File: config.mk
export PLATFORM = sky130hd
export DESIGN_NAME = neopixel_strip_driver
export DESIGN_NICKNAME = d
export VERILOG_FILES = /design/src/rtl/neopixel_strip_driver.sv
export SDC_FILE = /design/constraint.sdc
export NUM_CORES = 1
export LEC_CHECK = 0
export BUFFER_PORTS_ARGS = -buffer_cell sky130_fd_sc_hd__buf_2
export CORE_AREA = 10 10 158 131
export DETAILED_ROUTE_END_ITERATION = 7
export DIE_AREA = 0 0 168 141
export PLACE_DENSITY = 0.82
export SLEW_MARGIN = 20
export SYNTH_ARGS = -nofsm -noshare
export SYNTH_HDL_FRONTEND = slang
export SYNTH_SLANG_ARGS = --single-unit
File: constraint.sdc
create_clock -name clock -period 3.6 [get_ports clock]
set_input_delay 0 -clock clock [delete_from_list [all_inputs] [get_ports clock]]
set_output_delay 0 -clock clock [all_outputs]
set_load 0.005 [all_outputs]
File: src/rtl/neopixel_strip_driver.sv
// rtl/neopixel_strip_driver.sv - WS2812 strip serialiser with a byte-writable GRB frame buffer
// Optional NEO_BRIGHTNESS_EN adds a brightness port that scales every transmitted byte.
module neopixel_strip_driver #(
  parameter int NUM_PIXELS = 8,
  parameter int T0H        = 18,
  parameter int T0L        = 40,
  parameter int T1H        = 35,
  parameter int T1L        = 30,
  parameter int LATCH_CYC  = 2500,
  localparam int PIX_W     = (NUM_PIXELS > 1) ? $clog2(NUM_PIXELS) : 1
) (
  input  logic             clock,
  input  logic             reset,
  input  logic             load_color,
  input  logic [PIX_W-1:0] pixel_index,
  input  logic [1:0]       color_index,
  input  logic [7:0]       color_level,
  input  logic             send_it,
`ifdef NEO_BRIGHTNESS_EN
  input  logic [7:0]       brightness,
`endif
  output logic             neo_data,
  output logic             ready_to_load,
  output logic             ready_to_send,
  output logic             frame_done
);

  function automatic int max_of(int a, int b);
    return (a > b) ? a : b;
  endfunction

  localparam int NUM_BITS = 24 * NUM_PIXELS;
  localparam int BIT_W    = $clog2(NUM_BITS + 1);
  localparam int T_MAX    = max_of(max_of(max_of(T0H, T0L), max_of(T1H, T1L)), LATCH_CYC);
  localparam int TMR_W    = $clog2(T_MAX + 1);

  localparam logic [TMR_W-1:0] T0H_END   = TMR_W'(T0H - 1);
  localparam logic [TMR_W-1:0] T0L_END   = TMR_W'(T0L - 1);
  localparam logic [TMR_W-1:0] T1H_END   = TMR_W'(T1H - 1);
  localparam logic [TMR_W-1:0] T1L_END   = TMR_W'(T1L - 1);
  localparam logic [TMR_W-1:0] LATCH_END = TMR_W'(LATCH_CYC - 1);
  localparam logic [BIT_W-1:0] LAST_BIT  = BIT_W'(NUM_BITS - 1);
  localparam logic [PIX_W:0]   PIX_LIMIT = (PIX_W + 1)'(NUM_PIXELS);

  typedef enum logic [1:0] {IDLE, HIGH, LOW, LATCH} state_t;

  state_t           state;
  state_t           state_nxt;
  logic [7:0]       frame_mem [NUM_PIXELS][3];
  logic [TMR_W-1:0] timer;
  logic [BIT_W-1:0] bit_cnt;
  logic [PIX_W-1:0] pix_ptr;
  logic [1:0]       byte_ptr;
  logic [2:0]       bit_ptr;
  logic [7:0]       cur_level;
  logic [7:0]       tx_byte;
  logic             cur_bit;
  logic             timer_done;
  logic             last_bit;
  logic             write_ok;
  logic             send_ok;

  assign ready_to_load = (state == IDLE);
  assign ready_to_send = (state == IDLE);
  assign send_ok       = send_it && (state == IDLE);
  assign write_ok      = load_color && (state == IDLE) &&
                         ({1'b0, pixel_index} < PIX_LIMIT) && (color_index != 2'd3);
  assign last_bit      = (bit_cnt == LAST_BIT);
  assign cur_level     = frame_mem[pix_ptr][byte_ptr];

`ifdef NEO_BRIGHTNESS_EN
  logic [7:0]  bright_q;
  logic [15:0] scaled;

  // Brightness is frozen at the send edge so one frame never mixes two scales.
  always_ff @(posedge clock) begin
    if (reset) begin
      bright_q <= '0;
    end else if (send_ok) begin
      bright_q <= brightness;
    end
  end

  assign scaled  = {8'd0, cur_level} * ({8'd0, bright_q} + 16'd1);
  assign tx_byte = 8'(scaled >> 8);
`else
  assign tx_byte = cur_level;
`endif

  // bit_ptr counts up from 0, so ~bit_ptr walks the byte MSB first.
  assign cur_bit = tx_byte[~bit_ptr];

  always_comb begin
    state_nxt  = state;
    timer_done = 1'b0;
    unique case (state)
      IDLE: begin
        if (send_it) state_nxt = HIGH;
      end
      HIGH: begin
        timer_done = cur_bit ? (timer == T1H_END) : (timer == T0H_END);
        if (timer_done) state_nxt = LOW;
      end
      LOW: begin
        timer_done = cur_bit ? (timer == T1L_END) : (timer == T0L_END);
        if (timer_done) state_nxt = last_bit ? LATCH : HIGH;
      end
      LATCH: begin
        timer_done = (timer == LATCH_END);
        if (timer_done) state_nxt = IDLE;
      end
      default: state_nxt = IDLE;
    endcase
  end

  always_ff @(posedge clock) begin
    if (reset) begin
      state      <= IDLE;
      neo_data   <= 1'b0;
      frame_done <= 1'b0;
      timer      <= '0;
      bit_cnt    <= '0;
      pix_ptr    <= '0;
      byte_ptr   <= '0;
      bit_ptr    <= '0;
      for (int p = 0; p < NUM_PIXELS; p++) begin
        for (int c = 0; c < 3; c++) begin
          frame_mem[p][c] <= '0;
        end
      end
    end else begin
      state      <= state_nxt;
      neo_data   <= (state_nxt == HIGH);
      frame_done <= (state == LATCH) && timer_done;
      timer      <= (timer_done || state == IDLE) ? '0 : timer + 1'b1;

      if (write_ok) begin
        frame_mem[pixel_index][color_index] <= color_level;
      end

      // Pointers advance only between bits, so the last bit leaves them in range.
      if (state == IDLE) begin
        bit_cnt  <= '0;
        pix_ptr  <= '0;
        byte_ptr <= '0;
        bit_ptr  <= '0;
      end else if (state == LOW && timer_done && !last_bit) begin
        bit_cnt <= bit_cnt + 1'b1;
        bit_ptr <= bit_ptr + 1'b1;
        if (bit_ptr == 3'd7) begin
          if (byte_ptr == 2'd2) begin
            byte_ptr <= '0;
            pix_ptr  <= pix_ptr + 1'b1;
          end else begin
            byte_ptr <= byte_ptr + 1'b1;
          end
        end
      end
    end
  end

endmodule
Word level (Yosys, flattened, before mapping)
Memory sizes are Yosys's and may differ from the RTL's. A register that Yosys moved wholly into a read port is not among the register bits. Index checks and enable logic that the tools add are counted.

Bits in writable memories: 192. Memories kept: 1. Logic and storage cells: 75. Register bits after elaboration: 32. Input bits: 17. Output and inout bits: 4.

Add/sub/neg operators: 5. Reductions and logical operators: 14. Magnitude comparators: 4. Mux-type cells: 27. Bitwise gates (word level): 3. Eq/ne operators: 13.

Memory list: frame_mem (words 8, bits a word 24, rd ports 1, clocked after Yosys merged registers in 1, write ports 8, line 49) `logic [7:0] frame_mem [NUM_PIXELS][3];`.

Operator list (number): $mux 24 (3); $eq 12x5->1 const B (2); $eq 12x6->1 const B (2); $mux 8 (3); $reduce_or 24->1 (1); $bmux 8 s2 (1); $demux 8 s2 (1); $add 12x1->12 const B (1); $eq 12x12->1 const B (1); $mux 2 (6); $mux 3 (3); $add 8x1->8 const B (1); $eq 8x8->1 const B (1); $pmux 2 s4 (1); $mux 1 (7); $add 3x1->3 const B (2); $eq 2x2->1 const B (3); $ge 3x3->1 const B (2); $logic_and 1x1->1 (6); $not 2->3 (2); $eq 2x1->1 const B (2); $lt 3x4->1 const B (1); $reduce_or 2->1 (2); $bmux 1 s3 (1); 11 further kinds (11).

Longest topological paths before layout
Depth after elaboration: 13. Depth in mapped cells: 13. Gate-level depth less buffers: 8.

Worst setup path before layout
Ideal clock, no wire load.

Path type: reg-to-reg. Start point: reg with a tool-made name. End point: reg pix_ptr[2]. Setup slack: 0.604 ns. Setup time: 0.070 ns. Period minus slack after synthesis: 2.996 ns. Path buffers: 2. Required time: 3.530 ns. Arrival: 2.926 ns. Stages on the path, launching flop included: 11. Path through: dfxtp_1 -> buf_6 -> mux4_2 -> a22oi_1 -> nand2_1 -> o311ai_2 -> a311oi_2 -> mux2_4 -> buf_6 -> or4_4 -> a21oi_1.

RTL lines: end signal, assigned (line 153) `pix_ptr <= pix_ptr + 1'b1;`; end, declared (line 52) `logic [PIX_W-1:0] pix_ptr;`.

==> flow_metrics.tcl <==
set metrics [dict create \
    worstPathArrival_ps 3830 \
    netlist_top_cells_count "194 x and2_1, 192 x edfxtp_1, 40 x nor2_1" \
    grt_pass1_vias 7017 \
    cts.path.max_buffers 3 \
    finalMaxSlewViolations 0 \
    clk_pin_slew_ps 70 \
    peakVddDrop_mv 0.311 \
    drive_gt1_share_pct 19.6 \
    min_period_ps 3400 \
    die_area_mm2 0.0237 \
    initial_core_util_pct 61.1 \
    overflow 0 \
    cts_tree "yes" \
    synthTopCellsByArea "edfxtp_1 53%, and2_1 11%, mux4_2 7.9%, dfxtp_1 6.5%, or2_2 1.6%" \
    vias 6935 \
    cp_max_fo 29 \
    track_usage_pct 21.0 \
    wl_mm 25.2 \
    synth_top_area_cell "edfxtp_1" \
    wl_per_cell_um 23.2 \
    grt_pass1_wl_mm 39.0 \
    io_pins 21 \
    synth_top_family_by_area "simple AND/OR/NAND/NOR gates" \
    power_frac_clock_pct 41.7 \
    p_leak_nw 4.20 \
    synth_xor_area_share_pct 0.812 \
    hold_viol_final 0 \
    synth.ff_latch_count 227 \
    antenna_found_initial 0 \
    yosysWarningCount 0 \
    num_antenna_cells 0 \
    synth_cell_type_count 55 \
    synth_ff_type "edfxtp_1" \
    post_dp_cell_area_mm2 0.0112 \
    relSlewSlack_pct 53.9 \
    drtAntennaViolNets 0 \
    yosysTopAreaCellShare_pct 53.4 \
    final_nets 868 \
    numCtsBuffers 22 \
    synth_edf_count 192 \
    synth_cells 823 \
    cp-start-kind "flop" \
    power_density_mw_per_mm2 455 \
    worst-setup-path-type "reg -> reg" \
    swShare_pct 20.7 \
    dpl.hpwl_mm 16.9 \
    synthesis.area_mm2 0.0108 \
    vias_per_cell 6.37 \
    dr.first_iter.drc_count 909 \
    grt_max_degree 60 \
    max_cap_viol_count 0 \
    synthMuxAreaShare_pct 10.0 \
    synthArstFlopShare_pct 0 \
    fin_skew_ps 8.67 \
    synth_adder_area_share_pct 0.580 \
    yosys.area_share.simple_pct 20.1 \
    synth_compound_area_share_pct 5.87 \
    p_switching_mw 1.12 \
    firstDrtPassIters 5 \
    required_ps 4030 \
    worstHoldPathType "in -> reg" \
    synth_most_common_cell "and2_1" \
    io_buffers 20 \
    gp_congestion 0.924 \
    comb_power_share_pct 3.7 \
    die_w_um 168 \
    endpoint_kind "flop" \
    yosysSeqAreaShare_pct 59.9 \
    seqPwrFrac_pct 54.6 \
    worst_slew_pin_slew_ps 685 \
    status "complete, no violations" \
    syn2layout_area_growth_pct 10.1 \
    coreArea_mm2 0.0177 \
    clock_latency_ps 510 \
    drcViolationCount 0 \
    setup_tns_ps 0 \
    rsz0062_at_grt "false" \
    root_buffer "clkbuf_16" \
    h-tree-depth 1 \
    finalSetupViolCount 0 \
    fp.dieH_um 141 \
    cts_sinks 227 \
    fmax_mhz 294 \
    fin_crit_sh_pct 94.6 \
    internal-power_mw 4.29 \
    cts_setup_buffers 0 \
    reg2reg_depth 9 \
    rows 44 \
    synth_fp_nets 845 \
    fin_area_mm2 0.0119 \
    min_path_cells 2 \
    avgSynthCellArea_um2 13.1 \
]
==> flip-flops by register name (all words and copies together) (netlist names), named ones only <==
register and flops:
frame_mem 192, timer 12, bit_cnt 8, bit_ptr 3, pix_ptr 3, byte_ptr 2, state 2, frame_done 1
neo_data 1
==> path summary, 6_finish.rpt <==
| kind | from | slack [ps] | end |
|---|---|---|---|
| max | flop | 200 | bit_cnt[3] |
| min | color_level[3] | 80 | frame_mem[0][11] |
| max reg2reg | flop | 200 | bit_cnt[3] |
| min reg2reg | bit_cnt[5] | 490 | bit_cnt[5] |
==> per-stage QoR <==
| step | util, % | worst slack [ps] | power (mW) | std cells | hold WS, ps |
|---|---|---|---|---|---|
| 2_1_floorplan | - | 604 | 3.11 | 823 | 172 |
| 3_5_place_dp | 63.3 | 232 | 3.20 | 1051 | 389 |
| 5_1_grt | 67.2 | 57.0 | 5.54 | 1089 | 84.6 |
| 4_1_cts | 67.2 | 210 | 5.41 | 1089 | 63.2 |
| 6_report | 67.2 | 196 | 5.40 | 1089 | 77.9 |
| 3_3_place_gp | 63.3 | 332 | 3.19 | 1051 | 385 |
==> power by group through the flow <==
stage	clock network [mW]	logic, mW	registers (mW)
after detailed placement	0	0.196	3.01
after global routing	2.37	0.214	2.96
after global placement	0	0.189	3.00
final	2.25	0.200	2.95
after CTS	2.26	0.198	2.95
after floorplan	0	0.122	2.99
==> layer usage <==
metal	routed length, um	up-vias	track usage (%)
li1	-	3084	-
met1	10200	3456	28.0
met2	12000	342	33.8
met3	2440	53	5.03
met4	555	0	5.35
met5	0	-	0
==> critical path, stage by stage (launching register included) <==
cell	delay, ps
dfxtp_2	370
buf_12	230
mux4_1	610
a22o_1	220
a31o_2	220
o221ai_1	230
a311oi_2	250
mux2_4	480
or4_1	520
a21oi_1	180
==> final cells by class <==
class | count | area (um2)
Sequential cell | 227 | 6470
Fill cell | 1195 | 5790
Multi-Input combinational cell | 535 | 4050
Clock buffer | 29 | 598
Timing Repair Buffer | 51 | 360
Tap cell | 230 | 288
Clock inverter | 8 | 86.3
Inverter | 9 | 33.8
==> cell usage in the layout (no fill, tap or decap), types with 3 or more instances in the layout <==
cell,netlist,layout
mux2i_1,4,4
nor2_1,40,40
a22oi_1,11,11
and3_1,6,6
nand2_1,23,23
nand3_1,13,13
or3b_2,3,3
and2_1,194,194
a22o_1,3,3
nand3b_1,5,5
buf_2,10,20
xnor2_1,4,4
and4_1,3,3
ha_1,5,5
clkinv_2,0,3
xor2_1,6,6
buf_4,4,28
edfxtp_1,192,192
o31ai_1,10,9
nand2b_1,5,4
nor3b_1,5,5
nor3_1,9,9
o22ai_1,4,4
a211oi_1,12,12
or2_2,27,27
o21ai_0,18,18
or3_1,8,8
nand4_1,6,6
inv_1,9,9
a21oi_1,20,20
clkbuf_1,33,6
dfxtp_1,35,33
or4_1,6,6
clkbuf_16,0,23
mux4_2,38,38
mux2_2,13,13
clkinv_1,0,3
nor2b_1,8,8
nor4_1,4,4
==> cells by family (layout without fill, tap and decap cells) <==
family	Yosys count	in the layout
AND/OR/NAND/NOR	369	369
flip-flops	227	227
buffers and inverters	61	97
multiplexers	57	57
XOR/XNOR	10	10
adder cells (fa/ha/maj)	5	5
AO/OA/AOI/OAI	94	94
==> timing repair <==
item	CTS	global route
endpoints found under the hold margin	1	0
setup endpoints to repair	0	3
gates resized for setup	0	2
hold buffers	1	0
Note: power is estimated with default switching activity, not from simulation.
